`src/rtl/priority_encoder_pkg.sv`:
```
// Shared constants, key bundle type and the combinational priority encode.
package priority_encoder_pkg;

  localparam int NUM_KEYS = 10;
  localparam int CODE_W = 4;
  localparam logic [CODE_W-1:0] NO_KEY_CODE = 4'd0;

  typedef struct packed {
    logic              valid;
    logic [CODE_W-1:0] code;
  } key_t;

  // Highest index wins; several keys resolve in one step.
  function automatic key_t encode_keys(
    input logic [NUM_KEYS-1:0] k
  );
    key_t r;
    r.valid = 1'b1;
    r.code = NO_KEY_CODE;
    priority case (1'b1)
      k[9]: r.code = 4'd9;
      k[8]: r.code = 4'd8;
      k[7]: r.code = 4'd7;
      k[6]: r.code = 4'd6;
      k[5]: r.code = 4'd5;
      k[4]: r.code = 4'd4;
      k[3]: r.code = 4'd3;
      k[2]: r.code = 4'd2;
      k[1]: r.code = 4'd1;
      k[0]: r.code = 4'd0;
      default: begin
        r.valid = 1'b0;
        r.code = NO_KEY_CODE;
      end
    endcase
    return r;
  endfunction

endpackage

```
`src/rtl/priority_encoder_debouncer.sv`:
```
// keypad_debouncer: accepts an encoded key pair once it has been
// unchanged for DEBOUNCE_CYCLES consecutive cycles.
module keypad_debouncer
  import priority_encoder_pkg::*;
#(
  parameter int DEBOUNCE_CYCLES = 4
) (
  input  logic clk,
  input  logic rst,
  input  key_t raw,
  output key_t stable
);

  localparam int CW = $clog2(DEBOUNCE_CYCLES + 1);
  localparam logic [CW-1:0] CNT_MAX = CW'(DEBOUNCE_CYCLES);

  key_t          cand;
  logic [CW-1:0] cnt;
  logic [CW-1:0] run;

  // run = cycles raw has held its value, including this one
  always_comb begin
    run = CW'(1);
    if (raw == cand) begin
      if (cnt == CNT_MAX) begin
        run = cnt;
      end else begin
        run = cnt + CW'(1);
      end
    end
  end

  always_ff @(posedge clk or posedge rst) begin
    if (rst) begin
      cand <= '0;
      cnt <= '0;
      stable <= '0;
    end else begin
      cand <= raw;
      cnt <= run;
      if (run == CNT_MAX) begin
        stable <= raw;
      end
    end
  end

endmodule

```
`src/rtl/priority_encoder.sv`:
```
// Synchronized 10-key priority encoder with registered BCD/valid/press.
// Optional debounce stage: define PRIORITY_ENCODER_DEBOUNCE_EN.
module priority_encoder
  import priority_encoder_pkg::*;
#(
  parameter int SYNC_STAGES = 2,
  parameter int DEBOUNCE_CYCLES = 4
) (
  input  logic                clk,
  input  logic                rst,
  input  logic [NUM_KEYS-1:0] keypad,
  input  logic                enablen,
  output logic [CODE_W-1:0]   D,
  output logic                V,
  output logic                press
);

  if (SYNC_STAGES < 2 || DEBOUNCE_CYCLES < 1) begin : g_bad_param
    $error("priority_encoder: bad parameter");
  end

  logic [SYNC_STAGES-1:0][NUM_KEYS-1:0] sync_q;
  key_t enc;
  key_t src;
  key_t nxt;

  always_ff @(posedge clk or posedge rst) begin
    if (rst) begin
      sync_q <= '0;
    end else begin
      sync_q <= {sync_q[SYNC_STAGES-2:0], keypad};
    end
  end

  assign enc = encode_keys(sync_q[SYNC_STAGES-1]);

`ifdef PRIORITY_ENCODER_DEBOUNCE_EN
  keypad_debouncer #(
    .DEBOUNCE_CYCLES(DEBOUNCE_CYCLES)
  ) u_debouncer (
    .clk   (clk),
    .rst   (rst),
    .raw   (enc),
    .stable(src)
  );
`else
  assign src = enc;
`endif

  assign nxt = enablen ? key_t'('0) : src;

  always_ff @(posedge clk or posedge rst) begin
    if (rst) begin
      D <= NO_KEY_CODE;
      V <= 1'b0;
      press <= 1'b0;
    end else begin
      D <= nxt.code;
      V <= nxt.valid;
      press <= nxt.valid && (!V || nxt.code != D);
    end
  end

endmodule

```
`config.mk`:
```
export PLATFORM = sky130hd
export DESIGN_NAME = priority_encoder
export DESIGN_NICKNAME = d
export VERILOG_FILES = /design/src/rtl/priority_encoder_pkg.sv /design/src/rtl/priority_encoder_debouncer.sv /design/src/rtl/priority_encoder.sv
export SDC_FILE = /design/constraint.sdc
export NUM_CORES = 1
export LEC_CHECK = 0
export ABC_AREA = 1
export CAP_MARGIN = 30
export CORE_ASPECT_RATIO = 0.9
export CORE_MARGIN = 2
export CORE_UTILIZATION = 45
export CTS_CLUSTER_DIAMETER = 50
export DETAILED_ROUTE_END_ITERATION = 7
export HOLD_SLACK_MARGIN = 0.06
export PLACE_DENSITY = 0.79
export SLEW_MARGIN = 10
export SYNTH_ARGS = -nofsm -noshare
export SYNTH_HDL_FRONTEND = slang
export SYNTH_SLANG_ARGS = --single-unit
```
`constraint.sdc`:
```
create_clock -name clk -period 1.71 [get_ports clk]
set_clock_uncertainty 0.2 [all_clocks]
set_input_delay 0.513 -clock clk [delete_from_list [all_inputs] [get_ports clk]]
set_output_delay 0.513 -clock clk [all_outputs]
set_load 0.01 [all_outputs]
```
Word-level counts from Yosys, hierarchy flattened
Cells that the tools add are included.
{"block": "word_totals", "reg_bits": 26, "in_bits": 13, "output_inout_bits": 6, "wordCells": 29}
{"block": "classes", "n_eq_ne": 1, "muxes": 20, "reduce_logical": 3}
{"operator": "$mux W4", "n": 7}
{"operator": "$mux W1", "n": 11}
{"operator": "$mux W5", "n": 1}
{"operator": "$ne A4 B4 Y1", "n": 1}
{"operator": "$mux W2", "n": 1}
{"operator": "$logic_and A1 B1 Y1", "n": 1}
{"operator": "$logic_not A1 Y1", "n": 1}
{"operator": "$logic_or A1 B1 Y1", "n": 1}

Longest topological paths before layout
Gate-level depths: netlist of run 1.
{"block": "logic_depth", "depth_word": 14, "depth_mapped": 13, "ltp_nobuf": 13}

Worst setup path before layout of run 1
Ideal clock, no wire load.
{"block": "synth_timing", "path_kind": "in2reg", "start": "input port enablen", "end": "register press", "setup_ns": 0.115, "arrival_time_ns": 1.139, "t_required_ns": 1.395, "setup_slack_ns": 0.256, "path_stages": 8, "n_path_buf": 0, "cell_sequence": "nor2_2 -> nand2_2 -> xor2_2 -> nand3_1 -> nor2_1 -> nand2_1 -> nor2_1 -> nor2_1"}
{"block": "synth_via", "elab_chain_cells": 4}
{"element": "from (decl)", "line_no": "priority_encoder.sv:12", "source": "input logic enablen,"}
{"element": "$mux W5 *", "line_no": "priority_encoder.sv:50", "source": "assign nxt = enablen ? key_t'('0) : src;"}
{"element": "$ne A4 B4 Y1", "line_no": "priority_encoder.sv:60", "source": "press <= nxt.valid && (!V || nxt.code != D);"}
{"element": "$logic_or A1 B1 Y1", "line_no": "priority_encoder.sv:60"}
{"element": "$logic_and A1 B1 Y1 *", "line_no": "priority_encoder.sv:60"}
{"element": "to (signal assigned)", "line_no": "priority_encoder.sv:60"}
{"element": "to (decl)", "line_no": "priority_encoder.sv:15", "source": "output logic press"}
Mark *: on every way between the ends. The rest lies on a longest branch, timed or not.

Worst setup path after layout of run 1
{"block": "layout_timing", "start": "register press", "end": "output port press"}
No word-level cell between the ends.

==> reports/qor.yml, run 1 <==
cts_tree: "done"
grt_usage: 0.119
num_rows: 15
fin_crit_ns: 1.66
synth_top_area_frac: 0.729
ant_nets: 0
finalHoldViolCount: 0
htreeDepth: 1
final_common_cell: "dfrtp_1"
num_antenna_cells: 0
final_cell_mix: "26 x dfrtp_1, 12 x nand2_1, 11 x clkdlybuf4s50_1, 10 x inv_1, 6 x buf_4"
hold_class: "reg2reg"
synth_top_cell_by_area: "dfrtp_1"
wl_per_cell_um: 8.87
avgSynthCellArea_um2: 12.2
rsz0062_at_grt: "yes"
core_um2: 1900
relSlewSlack: 0.845
vdd_drop_max_mv: 0.580
drt_wl_total_um: 1130
yosys.cell_types.count: 16
outcome: "completed"
antenna_found_initial: 0
hold_buffers: 0
fin_hold_ws_ns: 0.161
fp.dieW_um: 50.9
cp-end-kind: "output pin"
critPathTopFamily: "flip-flops"
setup_viol_count_final: 0
max_cap_violations: 0
pin_count: 19
synth_seq_cells: 26
nets: 116
drc: 0
viasPerCell: 4.24
start_util: 0.471
ys_warn_count: 0
worst_slew_pin_slew_ns: 0.230
grt_max_degree: 27
cp_max_fo: 1
slowest_delay_ns: 0.38
drt-initial-drc-count: 2
clk_pin_slew_ns: 0.12
dr.pass1.iters: 4
cts_buffer_depth: 2
vias: 539
yosysSeqAreaShare: 0.729
fmax_mhz: 603
leakagePower_nw: 0.608
tns_ns: 0
synthTopCellsByArea: "dfrtp_1 73%, nand2_1 5.0%, inv_1 4.2%"
grt-ovfl-total: 0
start_kind: "flop"
nFillCells: 147
post-route-period-util: 0.971
grt_pass1_wl_um: 1970
cp_num_buf_inv: 1
syn_nets: 86
syn-cell-area_um2: 892
area_growth_pct: 34.8
p_per_area_nw_per_um2: 879
dieArea_um2: 2360
grt_pass1_vias: 513
drive_gt1_frac: 0.245
syn_inst: 73
slew_viol_final: 0
cts-root-buf: "clkbuf_4"
worstSetupPathType: "reg2out"
crit_required_ns: 1.00
gp_congestion: 0.755
insertion_delay_ns: 0.30
cp.arrival_ns: 0.95
path_cells: "dlygate4sd2_1"
portBuffers: 18
cts-buffers-inserted: 3
die_h_um: 46.2
finalPower_w: 0.00106
slowest_stage: "dfrtp_1"
numClockSinks: 26
sequential cells by signal, summed over array words and instances (netlist names):
register / count
V: 1
sync_q: 20
press: 1
D: 4
cell families (layout without fill, tap and decap cells):
group / Yosys count / in the layout / share of synthesized area
AOI/OAI and AO/OA: 2 / 2 / 0.0112
xor gates and xnor gates: 3 / 3 / 0.0463
buffers and inverters: 15 / 44 / 0.0631
DFF: 26 / 26 / 0.729
and+or+nand+nor: 27 / 27 / 0.150
synthesized netlist by cell type (all sizes together):
cell / number
or2: 1
nand2: 15
inv: 15
a21oi: 2
nand3: 4
dfrtp: 26
xnor2: 1
nor2: 6
xor2: 2
nor4: 1
stage by stage:
step            util  instances  area, µm²  setup WS [ns]
6_report       0.634        127       1200         0.0504
5_1_grt        0.634        127       1200        -0.0450
4_1_cts        0.624        125       1180        0.00144
3_5_place_dp   0.609        121       1150         -0.374
3_3_place_gp   0.609        121       1150         -0.293
2_1_floorplan      -         73        892          0.256
final timing paths:
| kind | start | depth (start not counted) | slack, ns | endpoint |
|---|---|---|---|---|
| max | press | 1 | 0.05 | press |
| min | sync_q[2] | 0 | 0.16 | sync_q[12] |
| max reg2reg | sync_q[19] | 10 | 0.13 | press |
| min reg2reg | sync_q[2] | 0 | 0.16 | sync_q[12] |
| max in group asynchronous | rst | 3 | 0.85 | D[3] |
| min in group asynchronous | rst | 3 | 0.31 | sync_q[6] |
final cells by class:
| cell class | count | area, µm² | share of cell area |
|---|---|---|---|
| tap | 25 | 31.3 | 0.0260 |
| timing repair buffer | 25 | 238 | 0.198 |
| inverter | 15 | 56.3 | 0.0468 |
| multi-input combinational | 32 | 190 | 0.158 |
| clock buffer | 4 | 36.3 | 0.0302 |
| sequential | 26 | 651 | 0.541 |
report_power, final:
group | total (W) | leakage, nW | internal, W | switching (W)
combinational | 0.000115 | 0.279 | 0.0000618 | 0.0000532
clock | 0.000284 | 0.0210 | 0.000130 | 0.000154
sequential | 0.000658 | 0.308 | 0.000646 | 0.0000118
total | 0.00106 | 0.608 | 0.000838 | 0.000219
per-layer routing:
layer / GRT usage / routed length (µm)
met5: 0 / 0
met4: 0.0324 / 5
met2: 0.236 / 600
met1: 0.120 / 450
met3: 0.0390 / 69
repair_timing:
item / CTS / global route
endpoints found under the setup margin: 7 / 6
pin swaps: 1 / 0
resized for setup: 8 / 6
setup buffers: 0 / 2
No activity file was read; power rests on OpenSTA's default activity.
==> inputs of run 2 (changes only) <==
- ABC_CLOCK_PERIOD_IN_PS: unset -> 1710
==> results of run 2 <==
Same layout as run 1: the final DEF is identical, and so are final timing and power.
